`src/rtl/lsu_mem_master.sv`:
```
// lsu_mem_master: load/store initiator between the execute stage and the data
// memory port. It checks funct3 legality and alignment, drives a word-aligned
// request with byte enables and lane-replicated store data, holds the request
// until mem_ack, and returns extended load data or an error.
// Optional feature macro: LSU_TIMEOUT_EN (abandon a request after TIMEOUT_CYC
// cycles without mem_ack and report an error).
module lsu_mem_master #(
   parameter int DATA_WIDTH  = 32,
   parameter int ADDR_WIDTH  = 32,
   parameter int TIMEOUT_CYC = 255
) (
   input  logic                  clk,
   input  logic                  rst,
   input  logic                  req_valid,
   output logic                  req_ready,
   input  logic                  req_we,
   input  logic [2:0]            req_funct3,
   input  logic [ADDR_WIDTH-1:0] req_addr,
   input  logic [DATA_WIDTH-1:0] req_wdata,
   output logic                  rsp_valid,
   output logic [DATA_WIDTH-1:0] rsp_rdata,
   output logic                  rsp_err,
   output logic                  mem_req,
   output logic                  mem_we,
   output logic [ADDR_WIDTH-1:0] mem_addr,
   output logic [3:0]            mem_be,
   output logic [DATA_WIDTH-1:0] mem_wdata,
   input  logic                  mem_ack,
   input  logic [DATA_WIDTH-1:0] mem_rdata
);

   typedef enum logic [1:0] {IDLE, REQ, RESP} state_t;

   state_t                  state, state_nxt;
   logic                    we_p1;
   logic [2:0]              funct3_p1;
   logic [ADDR_WIDTH-1:0]   addr_p1;
   logic [DATA_WIDTH-1:0]   wdata_p1;
   logic [DATA_WIDTH-1:0]   rdata_p2;
   logic                    err_p2;
   logic                    req_ok;
   logic                    tmo_hit;

   // Loads accept b/h/w/bu/hu; stores only b/h/w.
   function automatic logic legal_f(input logic we, input logic [2:0] f3);
      case (f3)
         3'b000, 3'b001, 3'b010: legal_f = 1'b1;
         3'b100, 3'b101:         legal_f = ~we;
         default:                legal_f = 1'b0;
      endcase
   endfunction

   function automatic logic aligned_f(input logic [2:0] f3, input logic [1:0] off);
      case (f3[1:0])
         2'b01:   aligned_f = ~off[0];
         2'b10:   aligned_f = (off == 2'b00);
         default: aligned_f = 1'b1;
      endcase
   endfunction

   function automatic logic [3:0] be_f(input logic [2:0] f3, input logic [1:0] off);
      case (f3[1:0])
         2'b00:   be_f = 4'b0001 << off;
         2'b01:   be_f = off[1] ? 4'b1100 : 4'b0011;
         default: be_f = 4'b1111;
      endcase
   endfunction

   // Replicate the store datum across every lane it may land on.
   function automatic logic [DATA_WIDTH-1:0] wdata_f(input logic [2:0] f3,
                                                     input logic [DATA_WIDTH-1:0] wd);
      case (f3[1:0])
         2'b00:   wdata_f = {4{wd[7:0]}};
         2'b01:   wdata_f = {2{wd[15:0]}};
         default: wdata_f = wd;
      endcase
   endfunction

   // Pick the addressed lane and sign- or zero-extend it (funct3[2] = unsigned).
   function automatic logic [DATA_WIDTH-1:0] load_ext_f(input logic [2:0] f3,
                                                        input logic [1:0] off,
                                                        input logic [DATA_WIDTH-1:0] rd);
      logic signed [7:0]  b_s;
      logic signed [15:0] h_s;
      b_s = rd[{off, 3'b000} +: 8];
      h_s = off[1] ? rd[31:16] : rd[15:0];
      case (f3)
         3'b000:  load_ext_f = {{24{b_s[7]}}, b_s};
         3'b100:  load_ext_f = {24'd0, b_s};
         3'b001:  load_ext_f = {{16{h_s[15]}}, h_s};
         3'b101:  load_ext_f = {16'd0, h_s};
         default: load_ext_f = rd;
      endcase
   endfunction

   assign req_ok = legal_f(req_we, req_funct3) & aligned_f(req_funct3, req_addr[1:0]);

`ifdef LSU_TIMEOUT_EN
   localparam int CNT_W = ($clog2(TIMEOUT_CYC + 1) > 8) ? $clog2(TIMEOUT_CYC + 1) : 8;
   logic [CNT_W-1:0] tmo_cnt;

   // Wait counter: held at zero outside REQ, counts REQ cycles without an ack.
   always_ff @(posedge clk or posedge rst) begin
      if (rst)                tmo_cnt <= '0;
      else if (state != REQ)  tmo_cnt <= '0;
      else if (!mem_ack)      tmo_cnt <= tmo_cnt + 1'b1;
   end

   // Fires in the TIMEOUT_CYC-th REQ cycle, so mem_req is high that many cycles.
   assign tmo_hit = (state == REQ) && (tmo_cnt == CNT_W'(TIMEOUT_CYC - 1));
`else
   assign tmo_hit = 1'b0;
`endif

   // State register; the async reset drops mem_req immediately.
   always_ff @(posedge clk or posedge rst) begin
      if (rst) state <= IDLE;
      else     state <= state_nxt;
   end

   // Next-state logic; an ack in the timeout cycle still completes normally.
   always_comb begin
      state_nxt = state;
      case (state)
         IDLE:    if (req_valid) state_nxt = req_ok ? REQ : RESP;
         REQ:     if (mem_ack || tmo_hit) state_nxt = RESP;
         RESP:    state_nxt = IDLE;
         default: state_nxt = IDLE;
      endcase
   end

   // Capture the request on acceptance and the response on ack/timeout.
   always_ff @(posedge clk or posedge rst) begin
      if (rst) begin
         we_p1     <= 1'b0;
         funct3_p1 <= 3'b000;
         addr_p1   <= '0;
         wdata_p1  <= '0;
         rdata_p2  <= '0;
         err_p2    <= 1'b0;
      end else begin
         case (state)
            IDLE: if (req_valid) begin
               we_p1     <= req_we;
               funct3_p1 <= req_funct3;
               addr_p1   <= req_addr;
               wdata_p1  <= req_wdata;
               rdata_p2  <= '0;
               err_p2    <= ~req_ok;
            end
            REQ: if (mem_ack) begin
               rdata_p2 <= we_p1 ? '0 : load_ext_f(funct3_p1, addr_p1[1:0], mem_rdata);
               err_p2   <= 1'b0;
            end else if (tmo_hit) begin
               rdata_p2 <= '0;
               err_p2   <= 1'b1;
            end
            default: ;
         endcase
      end
   end

   assign req_ready = (state == IDLE);
   assign mem_req   = (state == REQ);
   assign mem_we    = mem_req & we_p1;
   assign mem_addr  = mem_req ? {addr_p1[ADDR_WIDTH-1:2], 2'b00} : '0;
   assign mem_be    = mem_req ? be_f(funct3_p1, addr_p1[1:0]) : 4'b0000;
   assign mem_wdata = mem_we ? wdata_f(funct3_p1, wdata_p1) : '0;
   assign rsp_valid = (state == RESP);
   assign rsp_err   = rsp_valid & err_p2;
   assign rsp_rdata = rsp_valid ? rdata_p2 : '0;

endmodule

```
`config.mk`:
```
export PLATFORM = sky130hd
export DESIGN_NAME = lsu_mem_master
export DESIGN_NICKNAME = d
export VERILOG_FILES = /design/src/rtl/lsu_mem_master.sv
export SDC_FILE = /design/constraint.sdc
export NUM_CORES = 1
export LEC_CHECK = 0
export ABC_AREA = 1
export CORE_ASPECT_RATIO = 0.7
export CORE_UTILIZATION = 49
export DETAILED_ROUTE_END_ITERATION = 16
export PLACE_DENSITY = 0.89
export SYNTH_ARGS = -nofsm -noshare
export SYNTH_HDL_FRONTEND = slang
export SYNTH_SLANG_ARGS = --single-unit
```
`constraint.sdc`:
```
create_clock -name clk -period 5.63 [get_ports clk]
set_input_delay 0.8445 -clock clk [delete_from_list [all_inputs] [get_ports clk]]
set_output_delay 0.8445 -clock clk [all_outputs]
set_load 0.01 [all_outputs]
```
# After elaboration in Yosys (flattened, before gate mapping)
# Index checks and enable logic that the tools add are counted.
# totals
inputBits,104
ff_bits,103
# classes
mux,22
n_bitwise,6
reduce_logical,11
n_shift,2
n_eq_ne,14
# op_table
op,count
32-bit 2-to-1 mux,6
32-bit case mux with 2 select lines,2
32-bit case mux with 4 select lines,1
32-bit by 6-bit variable part select with 8-bit output,1
16-bit 2-to-1 mux,1
"3-bit == test, second input constant",4
4-bit 2-to-1 mux,2
4-bit case mux with 2 select lines,1
"2-bit by 1-bit == test with 1-bit output, second input constant",3
"3-bit by 1-bit == test with 1-bit output, second input constant",2
2-bit logical NOT,3
3-bit logical NOT,2
2-bit 2-to-1 mux,3
1-bit case mux with 2 select lines,3
"2-bit == test, second input constant",2
2-bit case mux with 2 select lines,1
2-bit AND reduction,2
"1-bit by 2-bit left shift with 4-bit output, first input constant",1
1-bit AND,3
"3-bit by 2-bit == test with 1-bit output, second input constant",1
1-bit inverter,3
3-bit AND reduction,1
3-bit OR reduction,1
1-bit 2-to-1 mux,2
4 further kinds,4

# Depth between registers and ports, before layout
# depth
word_depth,7
depth_mapped,10
mapped_depth_nobuf,9

# Least setup slack after synthesis
# No wires, ideal clock.
# synth_timing
path_type,register to output
start,register state[0]
end,output mem_wdata[15]
t_arrival_ns,1.227
path_stages_with_launch,7
slack_ns,3.558
t_required_ns,4.786
path_cell_list,dfrtp_1 > inv_2 > nor2_4 > inv_2 > nor2_8 > inv_2 > nor3_1
# synth_via
elab_chain_cells,3
# synth_rtl
item,line,text
"start, declared",34,"state_t state, state_nxt;"
"start signal, assigned",118,else state <= state_nxt;
2-bit by 1-bit == test with 1-bit output,164,assign mem_req = (state == REQ);
net mem_req,23,"output logic mem_req,"
1-bit AND,165,assign mem_we = mem_req & we_p1;
net mem_we,24,"output logic mem_we,"
32-bit 2-to-1 mux,168,"assign mem_wdata = mem_we ? wdata_f(funct3_p1, wdata_p1) : '0;"
"end, declared",27,"output logic [DATA_WIDTH-1:0] mem_wdata,"
# The timed path passes the listed nets, and every way through them passes these cells.

# Worst setup path after layout
# layout_timing
start,register funct3_p1[1]
end,output mem_wdata[9]
# layout_via
elab_chain_cells,3
elab_cells_between_ends,4
# layout_rtl
item,line,text
"start, declared",36,logic [2:0] funct3_p1;
"start signal, assigned",145,funct3_p1 <= req_funct3;
2-bit by 1-bit == test with 1-bit output or 2-bit logical NOT (tied branches),72,case (f3[1:0])
32-bit case mux with 2 select lines *,72,
32-bit 2-to-1 mux *,168,
# Mark *: on every way between the ends. The rest lies on a longest branch, timed or not.

==> results_dict.tcl <==
set metrics [dict create \
    die_h_um 92.4 \
    r2r_start "funct3_p1[1]$_DFFE_PP0P_" \
    hold_viol_final 0 \
    die_area_um2 12100 \
    cts_buffers 9 \
    fmax_ghz 0.245 \
    grt_overflow 0 \
    cts_hold_buffers 0 \
    dpl.hpwl_um 12000 \
    grt_max_degree 117 \
    worst_pin_slew_ps 1030 \
    final_layout_size_suffix_gt1_frac 0.0497 \
    async_flop_share 1.00 \
    clkLatencyLatePin_ps 350 \
    fin_crit_sh 0.724 \
    track_usage 0.286 \
    netlist_area_um2 5720 \
    finalHoldWorstSlack_ps 484 \
    htreeDepth 3 \
    ys_types 29 \
    crit_arrival_ps 3230 \
    cp_max_fo 44 \
    drt_wl_total_um 16700 \
    status "finished, final reports clean" \
    ys.flop_type "dfrtp_1" \
    yosysSeqAreaShare 0.451 \
    root_buffer "clkbuf_16" \
    vias 5754 \
    synth_top_area_share 0.451 \
    synth_seq_cells 103 \
    final_cell_mix "nand2_1 (281), clkdlybuf4s50_1 (206), nor2_1 (128), dfrtp_1 (103), inv_1 (101)" \
    synth-edff-count 0 \
    slew_viol_final 0 \
    cts_resized 0 \
    grt_pass1_vias 5429 \
    reg2reg_slack_ps 3040 \
    wl_per_cell_um 14.4 \
    finalNetCount 1109 \
    yosysTopAreaCell "dfrtp_1" \
    reg2regPathDepth 8 \
    hp-start "rdata_p2[27]$_DFFE_PP0P_" \
    grt_pass1_wl_um 27200 \
    drtPass1Iterations 7 \
    std_cell_rows 32 \
    yosysWarnings 0 \
    setup-violations-final 0 \
    max_cap_violations 0 \
    fin_crit_ps 4080 \
    crit_type "reg2out" \
    synthTopCellsByArea "dfrtp_1 (45%), nand2_1 (18%), nor2_1 (8.4%)" \
    clk_pin_slew_ps 70 \
    endpoint "mem_wdata[9]" \
    cp_data_required_time_ps 4790 \
    crit_path_end_kind "output pin" \
    grt_antenna_before_repair 0 \
    rsz0062_at_grt "false" \
    cts_tree "built" \
    drc 0 \
    avgViaCountPerCell 4.96 \
    fin_skew_ps 4.96 \
    dieWidth_um 131 \
    drtIter0Drc 463 \
    tns_ps 0 \
    start_util 0.512 \
    vdd_drop_max_uv 215 \
    diodes 0 \
    area_growth_pct 41.3 \
    postCtsSetupBuffers 0 \
    ant_nets 0 \
    hold_path_class "reg2reg" \
    p_leak_nw 3.90 \
    cts.sinks 103 \
    max_slew_margin 0.314 \
    fill_cells 897 \
    startpoint_type "flop" \
    p_per_area_nw_per_um2 313 \
    final_common_cell "nand2_1" \
    avgSynthCellArea_um2 6.93 \
    timing.rr.end "rdata_p2[24]$_DFFE_PP0P_" \
    gp_congestion 0.865 \
    core_um2 11200 \
    synthCells 825 \
    portBuffers 206 \
    cp-startpoint "funct3_p1[1]$_DFFE_PP0P_" \
    clock_path_buffers 2 \
    pin_count 209 \
]
[synthesized netlist by cell type, drive strengths merged (3+ instances only)]
| master | count |
|---|---|
| buf | 31 |
| nand2 | 293 |
| a21oi | 28 |
| o211ai | 13 |
| clkbuf | 12 |
| nand3 | 17 |
| inv | 113 |
| dfrtp | 103 |
| nor2 | 134 |
| ha | 3 |
| o21ai | 69 |
[worst min-delay path by stage]
stage / cells after the start / to / slack, ps
finish: 2 / rdata_p2[27]$_DFFE_PP0P_ / 480
global route: 2 / rdata_p2[30]$_DFFE_PP0P_ / 510
CTS: 2 / wdata_p1[21]$_DFFE_PP0P_ / 490
detailed placement: 2 / wdata_p1[21]$_DFFE_PP0P_ / 470
global placement: 2 / wdata_p1[19]$_DFFE_PP0P_ / 460
floorplan: 2 / rdata_p2[7]$_DFFE_PP0P_ / 450
[logic make-up (layout without fill, tap and decap cells)]
group | Yosys count | count (layout) | share of synthesized area
buffers and inverters | 156 | 336 | 0.117
and+or+nand+nor | 449 | 449 | 0.318
AOI/OAI and AO/OA | 113 | 113 | 0.107
adders and majority gates | 3 | 3 | 0.00656
other | 1 | 2 | 0.000656
DFF | 103 | 103 | 0.451
[cell type report]
| cell class | instances | area, um2 | share of cell area |
|---|---|---|---|
| flip-flops and latches | 103 | 2580 | 0.319 |
| well taps | 153 | 191 | 0.0237 |
| multi-input cells | 567 | 2470 | 0.306 |
| clock buffers | 9 | 225 | 0.0279 |
| repair buffers | 208 | 2080 | 0.257 |
| clock inverters | 6 | 109 | 0.0135 |
| inverters | 113 | 429 | 0.0531 |
[state kept, by name, indices dropped and copies added, names as in the netlist]
name       cells
state          2
addr_p1       32
funct3_p1      3
rdata_p2      32
wdata_p1      32
err_p2         1
we_p1          1
[power by group]
group          internal (mW)  switching (mW)  leakage [nW]
Sequential             0.897          0.0965          1.32
Clock                  0.432           0.281         0.166
Combinational          0.298           0.523          2.42
Total                   1.63           0.901          3.90
[per-layer routing]
layer	vias up	track usage	part of all wire
li1	2843	-	-
met1	2626	0.377	0.44
met2	253	0.458	0.45
met3	32	0.0772	0.091
met4	0	0.0961	0.024
met5	-	0	0
[worst max-delay path: stages (launching register included)]
cell,delay [ps]
dfrtp_1,360
buf_4,260
inv_2,590
nand2_1,520
inv_2,340
nand2_1,80
o211ai_1,130
a21oi_1,80
clkdlybuf4s50_1,510
[through the flow]
stage	instances	utilization	setup slack, ps	area [um2]	total power [mW]
6_report	1159	0.724	1550	8080	2.53
5_1_grt	1159	0.724	1310	8080	2.69
3_3_place_gp	1144	0.694	2000	7750	1.79
4_1_cts	1159	0.724	1550	8080	2.54
2_1_floorplan	826	-	2080	5720	1.54
3_5_place_dp	1144	0.694	1940	7750	1.82
Note: power is estimated with default switching activity, not from simulation.
